$ cat config.mk
export PLATFORM = sky130hd
export DESIGN_NAME = factor_judge
export DESIGN_NICKNAME = d
export VERILOG_FILES = /design/src/rtl/factor_judge.sv
export SDC_FILE = /design/constraint.sdc
export NUM_CORES = 1
export LEC_CHECK = 0
export CAP_MARGIN = 40
export CORE_ASPECT_RATIO = 1.2
export CORE_MARGIN = 3
export CORE_UTILIZATION = 55
export DETAILED_ROUTE_END_ITERATION = 12
export HOLD_SLACK_MARGIN = 0.1
export PLACE_DENSITY = 0.76
export SYNTH_ARGS = -nofsm -noshare
export SYNTH_HDL_FRONTEND = slang
export SYNTH_SLANG_ARGS = --single-unit
$ cat constraint.sdc
create_clock -name CLK -period 7.65 [get_ports CLK]
set_clock_uncertainty 0.1 [all_clocks]
set_input_delay 0.765 -clock CLK [delete_from_list [all_inputs] [get_ports CLK]]
set_output_delay 0.765 -clock CLK [all_outputs]
set_load 0.01 [all_outputs]
$ cat src/rtl/factor_judge.sv
// factor_judge: checks a player's two BCD factors against a six-digit BCD question.
// Converts the BCD operands to binary, multiplies them with a shift-add loop, and
// reports CORRECT / WRONG / INVALID after a fixed 17-edge latency.
module factor_judge #(
    parameter int unsigned MIN_FACTOR = 2,
    parameter int unsigned MUL_BITS   = 10
) (
    input  logic        CLK,
    input  logic        RST,
    input  logic        START,
    input  logic [23:0] QUESTION,
    input  logic [11:0] ANS_A,
    input  logic [11:0] ANS_B,
    output logic        BUSY,
    output logic        DONE,
    output logic        CORRECT,
    output logic        WRONG,
    output logic        INVALID,
    output logic [19:0] PRODUCT
);

    localparam int unsigned Q_W      = 20;
    localparam int unsigned P_W      = 20;
    localparam int unsigned CONV_CYC = 6;
    localparam int unsigned AB_FIRST = 3;
    localparam int unsigned CNT_MAX  = (MUL_BITS > CONV_CYC) ? MUL_BITS : CONV_CYC;
    localparam int unsigned CNT_W    = $clog2(CNT_MAX);

    typedef enum logic [1:0] {
        S_IDLE,
        S_CONV,
        S_MUL,
        S_CMP
    } state_t;

    state_t                r_state;
    state_t                w_state_next;
    logic                  w_accept;
    logic                  w_conv_last;
    logic                  w_mul_last;

    logic [CNT_W-1:0]      r_cnt;
    logic [23:0]           r_q_sr;
    logic [11:0]           r_a_sr;
    logic [11:0]           r_b_sr;
    logic                  r_invalid;
    logic [Q_W-1:0]        r_q_bin;
    logic [MUL_BITS-1:0]   r_a_bin;
    logic [MUL_BITS-1:0]   r_b_bin;
    logic [P_W-1:0]        r_a_shift;
    logic [MUL_BITS-1:0]   r_b_shift;
    logic [P_W-1:0]        r_prod;

    logic                  w_bad_nibble;
    logic                  w_ab_phase;
    logic [Q_W-1:0]        w_q_next;
    logic [MUL_BITS-1:0]   w_a_next;
    logic [MUL_BITS-1:0]   w_b_next;

    // Flags any non-decimal nibble on the inputs being accepted this cycle
    always_comb begin
        w_bad_nibble = 1'b0;
        for (int i = 0; i < 6; i++) begin
            if (QUESTION[4*i +: 4] > 4'd9) w_bad_nibble = 1'b1;
        end
        for (int i = 0; i < 3; i++) begin
            if (ANS_A[4*i +: 4] > 4'd9) w_bad_nibble = 1'b1;
            if (ANS_B[4*i +: 4] > 4'd9) w_bad_nibble = 1'b1;
        end
    end

    // Decimal accumulate step: x*10 + digit, with x*10 as (x<<3)+(x<<1); MSD leads each shift register
    always_comb begin
        w_ab_phase = (r_cnt >= CNT_W'(AB_FIRST));
        w_q_next   = (r_q_bin << 3) + (r_q_bin << 1) + Q_W'(r_q_sr[23:20]);
        w_a_next   = (r_a_bin << 3) + (r_a_bin << 1) + MUL_BITS'(r_a_sr[11:8]);
        w_b_next   = (r_b_bin << 3) + (r_b_bin << 1) + MUL_BITS'(r_b_sr[11:8]);
    end

    // State register
    always_ff @(posedge CLK) begin
        if (RST) r_state <= S_IDLE;
        else     r_state <= w_state_next;
    end

    // Next-state logic and per-state control strobes
    always_comb begin
        w_state_next = r_state;
        w_accept     = 1'b0;
        w_conv_last  = 1'b0;
        w_mul_last   = 1'b0;
        case (r_state)
            S_IDLE: begin
                if (START) begin
                    w_accept     = 1'b1;
                    w_state_next = S_CONV;
                end
            end
            S_CONV: begin
                if (r_cnt == CNT_W'(CONV_CYC - 1)) begin
                    w_conv_last  = 1'b1;
                    w_state_next = S_MUL;
                end
            end
            S_MUL: begin
                if (r_cnt == CNT_W'(MUL_BITS - 1)) begin
                    w_mul_last   = 1'b1;
                    w_state_next = S_CMP;
                end
            end
            S_CMP: w_state_next = S_IDLE;
            default: w_state_next = S_IDLE;
        endcase
    end

    // Datapath: operand capture, BCD conversion, shift-add multiply, verdict registers
    always_ff @(posedge CLK) begin
        if (RST) begin
            r_cnt     <= '0;
            r_q_sr    <= '0;
            r_a_sr    <= '0;
            r_b_sr    <= '0;
            r_invalid <= 1'b0;
            r_q_bin   <= '0;
            r_a_bin   <= '0;
            r_b_bin   <= '0;
            r_a_shift <= '0;
            r_b_shift <= '0;
            r_prod    <= '0;
            BUSY      <= 1'b0;
            DONE      <= 1'b0;
            CORRECT   <= 1'b0;
            WRONG     <= 1'b0;
            INVALID   <= 1'b0;
            PRODUCT   <= '0;
        end else begin
            DONE <= 1'b0;
            case (r_state)
                S_IDLE: begin
                    if (w_accept) begin
                        r_q_sr    <= QUESTION;
                        r_a_sr    <= ANS_A;
                        r_b_sr    <= ANS_B;
                        r_invalid <= w_bad_nibble;
                        r_q_bin   <= '0;
                        r_a_bin   <= '0;
                        r_b_bin   <= '0;
                        r_cnt     <= '0;
                        BUSY      <= 1'b1;
                        CORRECT   <= 1'b0;
                        WRONG     <= 1'b0;
                        INVALID   <= 1'b0;
                        PRODUCT   <= '0;
                    end
                end
                S_CONV: begin
                    r_q_bin <= w_q_next;
                    r_q_sr  <= r_q_sr << 4;
                    if (w_ab_phase) begin
                        r_a_bin <= w_a_next;
                        r_b_bin <= w_b_next;
                        r_a_sr  <= r_a_sr << 4;
                        r_b_sr  <= r_b_sr << 4;
                    end
                    if (w_conv_last) begin
                        // Last digit step also seeds the multiplier with the final factors
                        r_cnt     <= '0;
                        r_a_shift <= P_W'(w_a_next);
                        r_b_shift <= w_b_next;
                        r_prod    <= '0;
                    end else begin
                        r_cnt <= r_cnt + CNT_W'(1);
                    end
                end
                S_MUL: begin
                    if (r_b_shift[0]) r_prod <= r_prod + r_a_shift;
                    r_a_shift <= r_a_shift << 1;
                    r_b_shift <= r_b_shift >> 1;
                    if (w_mul_last) r_cnt <= '0;
                    else            r_cnt <= r_cnt + CNT_W'(1);
                end
                S_CMP: begin
                    PRODUCT <= r_prod;
                    BUSY    <= 1'b0;
                    DONE    <= 1'b1;
                    if (r_invalid) begin
                        INVALID <= 1'b1;
                    end else if ((r_prod == r_q_bin)
                                 && (r_a_bin >= MUL_BITS'(MIN_FACTOR))
                                 && (r_b_bin >= MUL_BITS'(MIN_FACTOR))) begin
                        CORRECT <= 1'b1;
                    end else begin
                        WRONG <= 1'b1;
                    end
                end
                default: ;
            endcase
        end
    end

endmodule

* Word-level counts from Yosys, hierarchy flattened
Index checks and enable logic that the tools add are counted.
** Word-level totals
- Bits in registers :: 170
- Bits of input ports :: 51
- Output and inout bits :: 25
- Logic and storage cells :: 137
** Cells by class
- Add/sub/neg operators :: 8
- Magnitude comparators :: 15
- Equal/unequal tests :: 17
- Mux-type cells :: 61
- Reductions and logical operators :: 18
** Operators with widths (number)
- $pmux 20 s2 :: 4
- $mux 20 :: 4
- $pmux 10 s2 :: 3
- $gt 4x4->1 const B :: 12
- $mux 12 :: 4
- $pmux 12 s2 :: 2
- $pmux 24 s2 :: 1
- $add 20x20->20 :: 2
- $mux 10 :: 4
- $mux 1 :: 26
- $mux 24 :: 1
- $ne 2x2->1 const B :: 11
- $add 10x10->10 :: 2
- $add 10x4->10 :: 2
- $add 20x4->20 :: 1
- $eq 20x20->1 :: 1
- $ge 10x2->1 const B :: 2
- $mux 4 :: 3
- $pmux 4 s3 :: 1
- $reduce_and 3->1 :: 4
- $reduce_and 2->1 :: 5
- $pmux 1 s2 :: 4
- $pmux 2 s4 :: 1
- $reduce_and 4->1 :: 2
- other kinds (11) :: 17

* Longest topological paths before layout
- Depth after elaboration :: 13
- Gate-level depth with buffers :: 11
- Mapped depth without buffers :: 11

* Least setup slack after synthesis
Ideal clock, no wire load.
- Path kind :: register to register
- Start :: register r_q_bin[0]
- End :: register r_q_bin[10]
- Arrival time :: 2.570 ns
- Path slack :: 4.851 ns
- Cell stages (with the launch flop) :: 12
- Period minus slack after synthesis :: 2.799 ns
- Path through :: dfxtp_1 > inv_1 > fa_1 > inv_1 > fa_1 > a21o_1 > a21oi_1 > o21bai_1 > a2111oi_0 > nor2_1 > xnor2_1 > o21ai_0
** On the way
- Longest elaborated chain between the ends :: 3
** Ends and longest elaborated chain
- start: declaration :: line 47 : logic [Q_W-1:0] r_q_bin;
- start signal: assignment :: line 157 : r_q_bin <= w_q_next;
- $add 20x20->20 :: line 75 : w_q_next = (r_q_bin << 3) + (r_q_bin << 1) + Q_W'(r_q_sr[23:20]);
- $add 20x4->20 :: line 75
- $pmux 20 s2 :: line 138 : case (r_state)
Every way passes these cells.
A chain may end at the register's enable or synchronous reset.

* Worst setup path after layout
- Start :: register r_q_bin[2]
- End :: register r_q_bin[10]
The elaborated chain is that of the path after synthesis.

==> metrics.txt <==
Hold Crit Class flip-flop to flip-flop; worst hold stages 2; Hold Vio Cnt, Final 0; Data required, critical path 7850 ps; fin crit share 0.4070; Crit path arrival time 3310 ps; ys async rst share 0; Die Y-Extent 151.2 um; mux share of post-synthesis cell area 0.04972; final layout net count 1300; setup bufs post-CTS 0; adder-cell share of the synthesized area 0.1271; commonest cells after routing, fill and taps aside dfxtp_1, nor2_1, nand2_1, ha_1, clkdlybuf4s50_1; Worst-Skew Late Latency 430 ps; Compound-Gate Fraction of Synth Area 0.2147; unrepaired setup endpoints after global routing no; Placed Area 10590 um2; simple-gate portion of the synthesized area 0.1612; Pre-Repair DR Iteration Count 5; largest family of logic cells by synthesized area compound AO/OA/AOI/OAI gates; Design Area, Final 11160 um2; Net Count, Synth 1252; RD Place Congestion 0.9332; pre-CTS setup slack 4353 ps; Leak Pwr 4.667 nW; Synth Warn # 0; drt first-iter violations 444; commonest non-fill, non-tap cell in the layout dfxtp_1; Cells after Synth 1107; Slew @ Worst Pin 840.4 ps; post-CTS sizing 0; Root Driver clkbuf_16; vias in the first global route 7885; post-synthesis xor/xnor area fraction 0.05619; Setup violations, final 0; row count 52; crit path from r_q_bin[2]; Worst-path clk slew 60 ps; fin crit period 3114 ps; critical register-to-register path startpoint r_q_bin[2]; slack of the critical path 4536 ps; ranking of synthesized cells by area dfxtp_1, ha_1, mux2i_1; Cell Count, Final, Fillers Out 1383; initial antenna violation count 0; via count 8254; Post-Place Cells 1352; routed len/inst 16.86 um; setup TNS 0 ps; Mapped Avg Cell Area 8.730 um2; number of port buffers 75; worst hold slack 352.6 ps; Die ar. 19200 um2; P&R area growth vs syn 15.52%; hold_buf cts 0; Via density 5.968; FF-to-FF setup slack 4540 ps; first-pass GRT wire length 38440 um; Worst Path Max Fanout 4; number of synthesized flops with an enable pin 0; Placeable Area 17050 um2; max cap viols 0; n_diodes 0; DRC Markers 0; CP max-delay cell fa_1; IO Count 76; Synth Cell Area 9664 um2; Synth Flop Type dfxtp_1; htree depth 4; Worst path top cell family by delay compound AO/OA/AOI/OAI gates; Slew HR 0.4397; CTS max path bufs 2; element type at the critical path start flip-flop; Hold Path End r_b_sr[3]; sequential-to-total area share from yosys stat 0.3521; Seq cells post-synth 170; crit path cell chain inv_1 > fa_1 > inv_1 > fa_1 > a21o_1 > a21oi_1 > o21bai_1 > a2111oi_0 > nor2_1 > xnor2_1 > o21ai_0; largest net degree at the start of global routing 68; max frequency 321.1 MHz; share of layout cells above drive strength 1 0.05313; DP Wirelength 17010 um; critical setup path kind flip-flop to flip-flop; GRT Total Usage 0.2468; cell taking the most area after synthesis dfxtp_1; Worst setup EP type flip-flop; clock sink count 170; status completed; cts bufs inserted 17; Worst R2R Path Depth 11; synth unique cells 68; Final ANT Viol Nets 0; Final Max Slew Viols 0; Largest stage delay, worst path 480 ps; PwrDens 283.5 nW/um2; grt total ovfl 0; r2r endpoint r_q_bin[10]; Buf/Inv on CP 2; post-synth top area share 0.3521; CTS tree yes; hold wc startpoint r_b_sr[3]; VDD IR-drop max 0.1857 mV; initial core utilization 0.5669; WL final 23320 um; Die X 127.0 um
## cell families after synthesis
logic type | Yosys count
AO/OA/AOI/OAI | 307
adder cells (fa/ha/maj) | 94
AND/OR/NAND/NOR | 337
XOR/XNOR | 62
flip-flops | 170
buffers and inverters | 89
multiplexers | 48
## cell type report
cell class / count / area [um2]
Sequential cell: 170 / 3403
Clock buffer: 21 / 450.4
Fill cell: 1431 / 5882
Inverter: 33 / 123.9
Timing Repair Buffer: 85 / 883.3
Multi-Input combinational cell: 848 / 5912
Clock inverter: 10 / 121.4
Tap cell: 216 / 270.3
## worst reg2reg max path, delay by kind of cell, from the launching register on
family / cells / cell delay, ps
compound gates: 5 / 1080
xor+xnor: 1 / 190
fa+ha+maj: 2 / 940
buf+inv: 2 / 150
flops: 1 / 430
simple gates: 1 / 110
## state kept, by name, summed over array words and instances (netlist names), 12 cells and up
name       count
r_a_sr        12
r_prod        20
r_a_shift     20
PRODUCT       20
r_b_sr        12
r_q_bin       20
r_q_sr        24
## routing by layer
metal	share of wire	global-route usage	up-vias
li1	-	-	4124
met1	0.43	0.2956	3849
met2	0.50	0.4325	224
met3	0.036	0.03880	57
met4	0.038	0.1175	0
met5	0	0	-
## synthesized netlist by cell type, types with 5 or more instances
cell	number
ha_1	87
and3_1	6
nand2_1	94
o21ai_0	53
fa_1	7
mux2i_1	48
clkbuf_1	33
inv_1	33
a21oi_1	70
a22oi_1	31
a21o_1	17
a311oi_1	7
xor2_1	37
a22o_1	20
nand3_1	30
nand4_1	10
xnor2_1	25
nand3b_1	13
nor2b_1	10
dfxtp_1	170
a21oi_2	5
o21ai_1	13
nand2b_1	5
buf_2	20
nor2_1	120
nor3_1	15
nor4_1	9
or3_1	8
a211oi_1	48
a31oi_1	6
## worst max-delay path by stage
stage	endpoint	slack, ps	depth (start not counted)
detailed placement	r_b_bin[9]	4350	7
floorplan	r_q_bin[10]	4850	11
CTS	r_q_bin[10]	4550	11
finish	r_q_bin[10]	4540	11
global placement	r_b_bin[9]	3640	5
global route	r_q_bin[10]	4300	11
## power breakdown
part | internal (mW) | switching (mW) | total [mW] | leakage [nW]
clock | 0.488 | 0.358 | 0.847 | 0.265
combinational | 0.446 | 0.701 | 1.15 | 3.02
sequential | 1.06 | 0.115 | 1.17 | 1.38
total | 1.99 | 1.17 | 3.17 | 4.67
## metrics by stage
stage	utilization	power (mW)
after global routing	0.6549	3.365
after detailed placement	0.6214	2.328
after floorplan	-	1.999
after CTS	0.6549	3.179
after global placement	0.6152	2.229
final	0.6549	3.166
Power figures use the tool's default switching activity.
